`src/rtl/mmio_id_tracker.sv`:
```
// ID tracking shim between the ID-carrying MMIO port and the ID-less in-order kernel slave.
// Optional orphan-response detection is compiled in with MMIO_ID_CHECK_EN.
module mmio_id_fifo #(
    parameter int ID_W  = 9,
    parameter int DEPTH = 4
) (
    input  logic            clk,
    input  logic            reset_n,
    input  logic            push,
    input  logic [ID_W-1:0] push_id,
    input  logic            pop,
    output logic [ID_W-1:0] head,
    output logic            full,
    output logic            empty
);
    localparam int PW = $clog2(DEPTH);

    logic [ID_W-1:0] mem [DEPTH];
    logic [PW:0]     wr_ptr;
    logic [PW:0]     rd_ptr;

    assign empty = (wr_ptr == rd_ptr);
    assign full  = (wr_ptr[PW] != rd_ptr[PW]) &&
                   (wr_ptr[PW-1:0] == rd_ptr[PW-1:0]);
    // Empty FIFO reports ID 0 so orphan responses carry a defined ID
    assign head  = empty ? '0 : mem[rd_ptr[PW-1:0]];

    always_ff @(posedge clk or negedge reset_n) begin
        if (!reset_n) begin
            wr_ptr <= '0;
            rd_ptr <= '0;
        end else begin
            if (push && !full)
                wr_ptr <= wr_ptr + (PW+1)'(1);
            if (pop && !empty)
                rd_ptr <= rd_ptr + (PW+1)'(1);
        end
    end

    always_ff @(posedge clk) begin
        if (push && !full)
            mem[wr_ptr[PW-1:0]] <= push_id;
    end
endmodule

module mmio_id_tracker #(
    parameter int ID_W   = 9,
    parameter int ADDR_W = 18,
    parameter int DATA_W = 64,
    parameter int DEPTH  = 4
) (
    input  logic                clk,
    input  logic                reset_n,
    input  logic                s_arvalid,
    output logic                s_arready,
    input  logic [ID_W-1:0]     s_arid,
    input  logic [ADDR_W-1:0]   s_araddr,
    output logic                s_rvalid,
    input  logic                s_rready,
    output logic [ID_W-1:0]     s_rid,
    output logic [DATA_W-1:0]   s_rdata,
    output logic [1:0]          s_rresp,
    input  logic                s_awvalid,
    output logic                s_awready,
    input  logic [ID_W-1:0]     s_awid,
    input  logic [ADDR_W-1:0]   s_awaddr,
    input  logic                s_wvalid,
    output logic                s_wready,
    input  logic [DATA_W-1:0]   s_wdata,
    input  logic [DATA_W/8-1:0] s_wstrb,
    output logic                s_bvalid,
    input  logic                s_bready,
    output logic [ID_W-1:0]     s_bid,
    output logic [1:0]          s_bresp,
    output logic                m_arvalid,
    input  logic                m_arready,
    output logic [31:0]         m_araddr,
    input  logic                m_rvalid,
    output logic                m_rready,
    input  logic [DATA_W-1:0]   m_rdata,
    input  logic [1:0]          m_rresp,
    output logic                m_awvalid,
    input  logic                m_awready,
    output logic [31:0]         m_awaddr,
    output logic                m_wvalid,
    input  logic                m_wready,
    output logic [DATA_W-1:0]   m_wdata,
    output logic [DATA_W/8-1:0] m_wstrb,
    input  logic                m_bvalid,
    output logic                m_bready,
    input  logic [1:0]          m_bresp,
    output logic                err_orphan
);
    logic            rd_full, rd_empty;
    logic            wr_full, wr_empty;
    logic [ID_W-1:0] rd_head, wr_head;

    mmio_id_fifo #(.ID_W(ID_W), .DEPTH(DEPTH)) u_rd_fifo (
        .clk     (clk),
        .reset_n (reset_n),
        .push    (s_arvalid && s_arready),
        .push_id (s_arid),
        .pop     (s_rvalid && s_rready),
        .head    (rd_head),
        .full    (rd_full),
        .empty   (rd_empty)
    );

    mmio_id_fifo #(.ID_W(ID_W), .DEPTH(DEPTH)) u_wr_fifo (
        .clk     (clk),
        .reset_n (reset_n),
        .push    (s_awvalid && s_awready),
        .push_id (s_awid),
        .pop     (s_bvalid && s_bready),
        .head    (wr_head),
        .full    (wr_full),
        .empty   (wr_empty)
    );

    // Handshakes are gated by reset_n so nothing leaks while held in reset
    assign m_arvalid = reset_n && s_arvalid && !rd_full;
    assign s_arready = reset_n && m_arready && !rd_full;
    assign m_araddr  = 32'(s_araddr);

    assign s_rvalid  = reset_n && m_rvalid;
    assign m_rready  = reset_n && s_rready;
    assign s_rid     = rd_head;
    assign s_rdata   = m_rdata;
    assign s_rresp   = m_rresp;

    assign m_awvalid = reset_n && s_awvalid && !wr_full;
    assign s_awready = reset_n && m_awready && !wr_full;
    assign m_awaddr  = 32'(s_awaddr);

    assign m_wvalid  = reset_n && s_wvalid;
    assign s_wready  = reset_n && m_wready;
    assign m_wdata   = s_wdata;
    assign m_wstrb   = s_wstrb;

    assign s_bvalid  = reset_n && m_bvalid;
    assign m_bready  = reset_n && s_bready;
    assign s_bid     = wr_head;
    assign s_bresp   = m_bresp;

`ifdef MMIO_ID_CHECK_EN
    logic err_q;
    logic orphan;

    assign orphan     = (m_rvalid && rd_empty) || (m_bvalid && wr_empty);
    assign err_orphan = err_q;

    always_ff @(posedge clk or negedge reset_n) begin
        if (!reset_n)
            err_q <= 1'b0;
        else if (orphan)
            err_q <= 1'b1;
    end
`else
    assign err_orphan = 1'b0;
`endif
endmodule

```
`config.mk`:
```
export PLATFORM = sky130hd
export DESIGN_NAME = mmio_id_tracker
export DESIGN_NICKNAME = d
export VERILOG_FILES = /design/src/rtl/mmio_id_tracker.sv
export SDC_FILE = /design/constraint.sdc
export NUM_CORES = 1
export LEC_CHECK = 0
export ABC_AREA = 1
export CAP_MARGIN = 0
export CORE_AREA = 2 2 171 173
export DETAILED_ROUTE_END_ITERATION = 7
export DIE_AREA = 0 0 173 175
export PLACE_DENSITY = 0.63
export REMOVE_ABC_BUFFERS = 1
export SKIP_LAST_GASP = 1
export SLEW_MARGIN = 20
export SYNTH_ARGS = -nofsm -noshare
export SYNTH_HDL_FRONTEND = slang
export SYNTH_HIERARCHICAL = 1
export SYNTH_SLANG_ARGS = --single-unit
```
`constraint.sdc`:
```
create_clock -name clk -period 2.7 [get_ports clk]
set_input_delay 0.27 -clock clk [delete_from_list [all_inputs] [get_ports clk]]
set_output_delay 0.27 -clock clk [all_outputs]
set_load 0.05 [all_outputs]
```
Word-level counts from Yosys, hierarchy flattened
Memory sizes are Yosys's and may differ from the RTL's.
Cells that the tools add are included.
{ "classes": {"n_mux": 6, "add_sub_neg": 4, "reduce_logical": 28, "eq_ne": 6} }
{ "op_table": {"columns": ["operator", "n"], "rows": [
  ["$logic_and A1 B1 Y1", 24],
  ["$mux W9", 2],
  ["$add A3 B1 Y3 const B", 4],
  ["$eq A3 B3 Y1", 2],
  ["$eq A2 B2 Y1", 2],
  ["$logic_not A1 Y1", 4],
  ["$mux W1", 4],
  ["$ne A1 B1 Y1", 2]
]} }
{ "word_totals": {"input_bits": 206, "ram_bits": 72, "n_memories": 2, "out_inout_bits": 233, "reg_bits": 12} }
{ "memory_table": {"columns": ["memory", "depth", "word_bits", "rd", "rd_ports_with_merged_regs", "wr", "line_no", "rtl"], "rows": [
  ["u_rd_fifo.mem", 4, 9, 1, 0, 1, "18", "logic [ID_W-1:0] mem [DEPTH];"],
  ["u_wr_fifo.mem", 4, 9, 1, 0, 1, "18", null]
]} }

Logic depth before layout (Yosys ltp)
{ "depth": {"depth_word": 8, "mapped_depth": 11, "ltp_nobuf": 11} }

By module
The synthesis kept the hierarchy.
{ "by_module_without_submodules": {"columns": ["mod", "n_inst", "cells_each", "area_per_inst_um2"], "rows": [
  ["mmio_id_fifo", 2, 178, 1924.3],
  ["mmio_id_tracker", 1, 237, 1684.1]
]} }

Least setup slack after synthesis
No wires, ideal clock.
{ "synth_path": {"path_type": "register to register", "startpoint": "register u_wr_fifo.wr_ptr[0]", "endpoint": "memory u_wr_fifo.mem[0][0] (enable)", "n_path_buf": 0, "path_stages_with_launch": 11, "t_arrival_ns": 1.635, "required_time_ns": 2.326, "path_slack_ns": 0.691, "path_cell_list": "dfrtp_1 inv_1 nand2_2 nand2_4 nand3_4 inv_1 inv_1 nand3_2 nor2_2 nand2_4 nor2_1"} }
{ "synth_via": {"elab_chain_len": 8} }
{ "synth_lines": {"columns": ["item", "line_no", "rtl"], "rows": [
  ["from (decl)", "19", "logic [PW:0] wr_ptr;"],
  ["from (signal assigned)", "34", "wr_ptr <= wr_ptr + (PW+1)'(1);"],
  ["$eq A2 B2 Y1 *", "24", "(wr_ptr[PW-1:0] == rd_ptr[PW-1:0]);"],
  ["$logic_and A1 B1 Y1 *", "23", "assign full = (wr_ptr[PW] != rd_ptr[PW]) &&"],
  ["named net wr_full", "95", "logic wr_full, wr_empty;"],
  ["$logic_not A1 Y1 *", "41, 132", null],
  ["$logic_and A1 B1 Y1", "132", "assign s_awready = reset_n && m_awready && !wr_full;"],
  ["$logic_and A1 B1 Y1", "112", ".push (s_awvalid && s_awready),"],
  ["$logic_and A1 B1 Y1 *", "41", "if (push && !full)"],
  ["$mux W1 *", "41", null],
  ["$mux W1 (not written as such) *", "42", "mem[wr_ptr[PW-1:0]] <= push_id;"],
  ["to (decl)", "18", null]
]} }
Mark *: on every way through the listed nets, which the timed path passes. The rest lies on a longest branch.

Worst setup path after layout
{ "layout_path": {"startpoint": "register u_wr_fifo.wr_ptr[0]", "endpoint": "memory u_wr_fifo.mem[2][4] (enable)"} }
Same word-level chain as after synthesis.

==> metrics.txt <==
Worst Max-Slew Pin Slew=858 ps; first-pass GRT wire length=about 54000 um; Post-CTS Hold Buffers=0; CTS root buf=clkbuf_16; fin crit share=91.0%; Max Fclk=slightly above 400 MHz; R2R cell count=10; Syn Area/Cell=9.35 um^2; most frequent CP cell=inv_1; peak supply drop=1080 uV; DIE AREA=30300 um^2; antenna violations before repair=1; GR Util All Layers=30.8%; vias in the first global route=about 3100; Final setup viols=0; register-to-register setup slack=about 240 ps; critical-path cell list=inv_1 > nand2_2 > nand2_4 > nand3_4 > inv_1 > inv_1 > nand3_2 > nor2_2 > nand2_4 > nor2_1; Post-CTS Setup Inserts=0; FP Rows=62; slowest CP cell=nor2_1; area delta synth->final=3.49%; gpl congestion=1.29; # diodes=0; via/cell ratio=4.11; max_cap viols=0; TritonCTS clock tree=done; FF-to-FF End=u_wr_fifo/mem[2][4]; Sw Pwr=~3.0 mW; total grt overflow=0; Synth Warn #=6; fill count=between 3000 and 4000; CP Launch Type=register; Sw Ratio=around 44%; RSZ-0062 raised after global routing=no; Ports=439; largest net degree at the start of global routing=22; CP peak stage delay=between 600 and 700 ps; critical path arrival=2430 ps; sequential share of power=between 20% and 30%; Internal Power=3.88 mW; critical path required time=between 2000 and 3000 ps; height of the die=about 180 um; Die X=173 um; Comb power frac=55.3%; crit path capture=u_wr_fifo/mem[2][4]; vias=3572; Port Buffers=57; Mapped Area=5530 um^2; Clock Power Share=20.1%; CP max FO=9; worst skew pair latency=~350 ps; min Tclk post-route=2460 ps; clock buffer count from CTS=9; post-CTS sizing=0; nets=696; H-tree Lvls=3; WL/cell=54.6 um; setup TNS=0 ps; Final Hold Viols=0; Critical Path Sink Type=register; reg2reg start=u_wr_fifo/wr_ptr[0]; hold crit path type=input port to asynchronous set/reset pin; DP HPWL=44600 um; max-slew violations=0; Max clock buf depth=2; skew final=5.48 ps; Detailed Route WL=47500 um; post-route DRC violation count=0; layout cells sized above 1=between 10% and 20%; Clk pin slew, worst setup/hold paths=60 ps; DR iter-0 viols=320; Pleak=2.36 nW; slew margin rel.=a little over two fifths; Initial Util=roughly 19%; Final Util=~20%; core area=around 28000 um^2; most frequent cells in the layout=edfxtp_1, nand2_1, nor2_1, inv_1, o21ai_0; Power per Cell Area=1210 nW/um^2; synthesized instance count=591; post-route ant nets=0; type of the worst setup path=register to register; Worst Setup SP=u_wr_fifo/wr_ptr[0]; commonest non-fill, non-tap cell in the layout=edfxtp_1; drt first pass iters=6; status=completed; CTS sink count=between 80 and 90
-- power groups by stage --
stage               logic, mW  registers, mW  clock network [mW]
finish                   3.82           1.70                1.39
CTS                      3.81           1.70                1.40
global placement         3.75           1.71                   0
floorplan                2.06           1.77                   0
detailed placement       3.79           1.72                   0
global route             4.05           1.71                1.45
-- registers in the layout, summed over array words and instances, names as in the netlist --
register,flops
u_rd_fifo/wr_ptr,3
u_wr_fifo/mem,36
u_rd_fifo/mem,36
u_wr_fifo/wr_ptr,3
u_wr_fifo/rd_ptr,3
u_rd_fifo/rd_ptr,3
-- how the worst min path moves through the flow --
stage,slack [ps],cells after the start,endpoint,startpoint
CTS,330,2,u_wr_fifo/rd_ptr[1],reset_n
detailed placement,540,0,s_rdata[33],m_rdata[33]
finish,330,2,u_wr_fifo/wr_ptr[1],reset_n
floorplan,-30,0,u_rd_fifo/rd_ptr[0],reset_n
global route,350,2,u_wr_fifo/rd_ptr[1],reset_n
global placement,540,2,u_wr_fifo/wr_ptr[1],u_wr_fifo/wr_ptr[1]
-- area by class of cell --
cell class | count | area, um^2 | area share (%)
tap | 384 | 480 | 8.40
clock buffer | 9 | 225 | 3.94
timing repair buffer | 70 | 948 | 16.6
clock inverter | 7 | 106 | 1.86
sequential | 84 | 2460 | 43.1
inverter | 54 | 203 | 3.54
multi-input combinational | 261 | 1290 | 22.6
-- stage by stage --
step                      cells  setup WS, ps  area (um^2)  hold slack [ps]  total power [mW]
after global placement      853           444         5390              544              5.46
after detailed placement    853           325         5390              545              5.52
after floorplan             399           185         3960            -25.6              3.83
after CTS                   869           295         5720              333              6.91
after global routing        869          94.4         5720              349              7.22
final                       869           244         5720              327              6.90
-- layer usage --
| metal | routed length [um] | part of all wire [%] | track usage, % | vias to the layer above |
|---|---|---|---|---|
| li1 | - | - | - | 1408 |
| met1 | 5860 | 12 | 10.0 | 1533 |
| met2 | 24100 | 51 | 54.9 | 538 |
| met3 | 13500 | 29 | 42.9 | 83 |
| met4 | 3620 | 7.6 | 19.2 | 10 |
| met5 | 370 | 0.78 | 8.81 | - |
-- worst max-delay path, delay by kind of cell, from the launching register on --
kind / cells / cell delay (ps)
flops: 1 / 470
simple gates: 7 / 1310
buf+inv: 3 / 280
Note: power is estimated with default switching activity, not from simulation.
==> variant 1: new RTL, same settings <==
`ID_W` is set to 9 in 2 places; all go to 13.
--- a/src/rtl/mmio_id_tracker.sv
+++ b/src/rtl/mmio_id_tracker.sv
@@ -3,3 +3,3 @@
 module mmio_id_fifo #(
-    parameter int ID_W  = 9,
+    parameter int ID_W  = 13,
     parameter int DEPTH = 4
@@ -46,3 +46,3 @@
 module mmio_id_tracker #(
-    parameter int ID_W   = 9,
+    parameter int ID_W   = 13,
     parameter int ADDR_W = 18,
Ports: changed (resized s_arid, s_awid, s_bid and s_rid); port bits go from 439 to 455. The function was not compared with the original's and may differ.
==> variant 1 against the original RTL <==
  * Synthesized area grew 22%
  * First-iteration DRC count grew 64%
  * Sequential share of layout area grew 3.0 points
  * Clock power grew 64%
  * Critical endpoint is now u_wr_fifo/mem[3][9]
  * Design area grew 30%
  * Via count grew 24%
  * Worst setup slack gained 0.16 ns
  * Sequential cell count grew 32
  * Fmax grew 7.1%
  * Power grew 38%
  * Routed wire length grew 7.8%
  * Clock skew grew 0.0056 ns
==> variant 1: results (changes against the original RTL) <==
| Metric | Value |
|---|---|
| Outcome | finished, final reports clean |
| Clock buf/inv share | 7.96% (+2.2 points) |
| Net Sw Power | 0.00400 W (+32%) |
| GRT Util Overall | 33.3% (+2.6 points) |
| #MultiIn Comb | 317 (+21%) |
| Register area | 0.00342 mm^2 (+39%) |
| Slowest CP cell | dfrtp_1 |
| Vias in the first global route | 4002 (+29%) |
| Switching portion of total power | 42.0% (-1.8 points) |
| Clock latency on the worst-skew pair | 0.41 ns (+0.06 ns) |
| Tightest hold margin | 0.332 ns (+0.00476 ns) |
| Routed WL | 51200 um (+7.8%) |
| R2r setup slk | 0.41 ns (+0.16 ns) |
| Syn_area_per_cell | 9.74 um^2 (+4.2%) |
| Largest net degree at the start of global routing | 29 (+32%) |
| Max FO, Critical Path | 13 (+4) |
| Fraction of area in multi-input gates | 20.2% (-2.4 points) |
| Worst vdd ir | 829 uV (-23%) |
| Comb pwr | 0.00498 W (+30%) |
| Met2 usage | 58.6% (+3.8 points) |
| WL per Instance | 51.2 um (-6.4%) |
| Placement Setup Slack | 0.447 ns (+0.122 ns) |
| Slew HR | 60.5% (+18 points) |
| Signal inverters | 64 (+19%) |
| Met1 Wirelength | 7980 um (+36%) |
| R2R cell count | 12 (+2) |
| Proportion of power drawn by the clock network | 23.9% (+3.8 points) |
| Area growth, synth to finish | 10.2% |
| Nets | 827 (+19%) |
| Number of instances in the placed design | 968 (+13%) |
| 1st-pass router iterations | 5 (-1) |
| TritonCTS buffer count | 17 (+8) |
| CTS resizes | 0 (unchanged) |
| Met3 routed WL | 13300 um (-1.5%) |
| Global-route met3 utilization | 41.7% (-1.2 points) |
| Initial antenna violation count | 0 (-1) |
| Worst path max stage delay | 0.45 ns (-0.21 ns) |
| CTS sink count | 116 (+38%) |
| Met1 Use GR | 14.2% (+4.2 points) |
| Post-DP HPWL | 46400 um (+4.0%) |
| IO Port Bufs | 73 (+28%) |
| Bufs w/o clock | 87 (+24%) |
| LEAKAGE | 3.02 nW (+28%) |
| Layout Skew | 0.0111 ns (+0.00557 ns) |
| Placed inst area | 0.00684 mm^2 (+27%) |
| Number of fill cells | 2998 (-4.2%) |
| Non-Clock Buffer Area Fraction | 16.1% (-0.50 points) |
| Vias per cell | 4.43 (+7.8%) |
| CTS H-Tree Depth | 4 (+1) |
| R2r endpoint | u_wr_fifo/mem[3][9] |
| Share of cells above drive strength 1 | 15.7% (+0.70 points) |
| CLK BUF | 18 (+9) |
| Met2 wire len | 25700 um (+6.8%) |
| Top Family by Delay on Critical Path | buffers and inverters |
| Initial DRC count | 526 (+64%) |
-- variant 1: cell types whose count changed in the layout (fill, tap and decap cells not counted), sizes merged, moves of 8 or more --
cell,unedited run,this run
nor2,68,90
nand2,78,90
o21ai,54,78
clkbuf,9,18
buf,41,50
clkdlybuf4s50,29,37
edfxtp,72,104
-- variant 1: worst max path at each step --
stage	cells after the start	startpoint	slack [ns]	endpoint
after global routing	12	u_wr_fifo/wr_ptr[0]	0.21	u_wr_fifo/mem[3][0]
after detailed placement	12	u_wr_fifo/wr_ptr[0]	0.45	u_wr_fifo/mem[3][6]
final	12	u_wr_fifo/wr_ptr[0]	0.41	u_wr_fifo/mem[3][9]
after floorplan	10	u_rd_fifo/rd_ptr[0]	-0.02	u_rd_fifo/mem[0][0]
after global placement	12	u_wr_fifo/wr_ptr[0]	0.50	u_wr_fifo/mem[3][6]
after CTS	12	u_wr_fifo/wr_ptr[0]	0.43	u_wr_fifo/mem[3][5]
==> variant 2: new RTL, config.mk and constraints unchanged <==
Made on the original files. Add a define of `MMIO_ID_CHECK_EN`.
--- a/src/rtl/mmio_id_tracker.sv
+++ b/src/rtl/mmio_id_tracker.sv
@@ -2,2 +2,4 @@
 // Optional orphan-response detection is compiled in with MMIO_ID_CHECK_EN.
+`define MMIO_ID_CHECK_EN
+
 module mmio_id_fifo #(
Function: changed (a bounded check fails within 4 cycles, from zero or initial values and one cycle with reset_n low).
==> variant 2 against the original RTL <==
  * Combinational power increased by 3%
  * Critical path depth decreased by 2
  * Design area increased by 0.68%
  * Synthesized area increased by 0.72%
  * Power decreased by 0.22%
  * Largest power group unchanged
  * Routed wire length increased by 0.75%
  * Sequential cell count increased by 1
  * Register-to-register slack improved by 0.46 ns
  * Worst setup slack improved by 0.24 ns
  * Die area unchanged
  * Via count increased by 1.9%
==> variant 2: results (changes against the original RTL) <==
| Metric | Value |
|---|---|
| Outcome | finished, final reports clean |
| Clock latency on the worst-skew pair | ~0.34 ns |
| Layout Skew | 0.00512 ns (-0.000366 ns) |
| Number of fill cells | 3109 (-0.70%) |
| GRT Util Overall | 31.0% (+0.25 points) |
| Worst vdd ir | 965 uV (-11%) |
| Cell-internal power | 0.00381 W (-1.9%) |
| Worst path max stage delay | 0.49 ns (-0.17 ns) |
| Layout Cells excl Fill | 878 (+1.0%) |
| Number of instances in the placed design | 862 (+1.1%) |
| Routed WL | 47800 um (+0.75%) |
| R2r endpoint | u_rd_fifo/mem[0][1] |
| Initial DRC count | 288 (-10%) |
| Nets | 705 (+1.3%) |
| Slowest CP cell | dfrtp_1 |
| Placed inst area | 0.00546 mm^2 (+1.4%) |
| Syn_area_per_cell | 9.34 um^2 (-0.12%) |
| First-pass GRT wire length | 55400 um (+1.7%) |
| Placement Setup Slack | 0.731 ns (+0.406 ns) |
| Largest net degree at the start of global routing | 21 (-4.5%) |
| LEAKAGE | 2.39 nW (+1.1%) |
| IO Port Bufs | 58 (+1.8%) |
| 1st-pass router iterations | 5 (-1) |
| Worst Hold Class | in2async |
| Top Family by Delay on Critical Path | buffers and inverters |
| Tightest hold margin | 0.389 ns (+0.0616 ns) |
| Via count | 3641 (+1.9%) |
| Slew HR | 64.0% (+21 points) |
| Reg2reg start | u_rd_fifo/wr_ptr[1] |
| R2r setup slk | 0.70 ns (+0.46 ns) |
| Max FO, Critical Path | 16 (+7) |
| Initial antenna violation count | 0 (-1) |
| Total setup buffers inserted after CTS | 0 (unchanged) |
| Share of cells above drive strength 1 | 15.2% (+0.13 points) |
| Post-DP HPWL | 45000 um (+0.82%) |
| Vias in the first global route | 3248 (+4.8%) |
| R2R cell count | 11 (+1) |
| CP Data Arrival Time | 1.95 ns (-0.48 ns) |
| Synth cell count leaders | buf_4, edfxtp_1, nand2_1, nor2_1, inv_1 |
## variant 2: worst max path at each step
stage	startpoint	endpoint	slack, ns	depth (start not counted)
2_1_floorplan	u_wr_fifo/rd_ptr[0]	u_wr_fifo/mem[0][0]	0.18	10
3_3_place_gp	reset_n	u_rd_fifo/rd_ptr[1]	0.79	7
3_5_place_dp	u_rd_fifo/wr_ptr[1]	u_rd_fifo/mem[0][4]	0.73	11
4_1_cts	u_rd_fifo/rd_ptr[0]	s_rid[6]	0.53	8
5_1_grt	u_rd_fifo/rd_ptr[0]	s_rid[6]	0.39	8
6_report	u_rd_fifo/rd_ptr[0]	s_rid[6]	0.48	8
## variant 2: layout make-up
| type | instances | area [um^2] | area share [%] |
|---|---|---|---|
| repair buffers | 74 | 981 | 17.0 |
| inverters | 56 | 210 | 3.65 |
| well taps | 384 | 480 | 8.35 |
| multi-input cells | 263 | 1300 | 22.6 |
| flip-flops and latches | 85 | 2490 | 43.2 |
| clock buffers | 11 | 243 | 4.22 |
| clock inverters | 5 | 51.3 | 0.891 |
## variant 2: power by group through the flow
stage               sequential (W)  clock (W)  combinational, W
finish                     0.00172    0.00123           0.00394
global route               0.00174    0.00131           0.00417
CTS                        0.00172    0.00125           0.00395
detailed placement         0.00174          0           0.00393
global placement           0.00173          0           0.00391
floorplan                  0.00179          0           0.00207
## variant 2: cells by family after synthesis
family	count (synthesis)
AOI/OAI and AO/OA	54
xor gates and xnor gates	4
adders and majority gates	10
buffers and inverters	275
DFF	85
other	1
and+or+nand+nor	167
## variant 2: routing by layer
layer | vias to the layer above | GRT usage [%] | wire (um)
li1 | 1429 | - | -
met1 | 1573 | 11.0 | 6140
met2 | 571 | 56.8 | 24900
met3 | 60 | 43.9 | 14100
met4 | 8 | 13.5 | 2420
met5 | - | 6.73 | 269
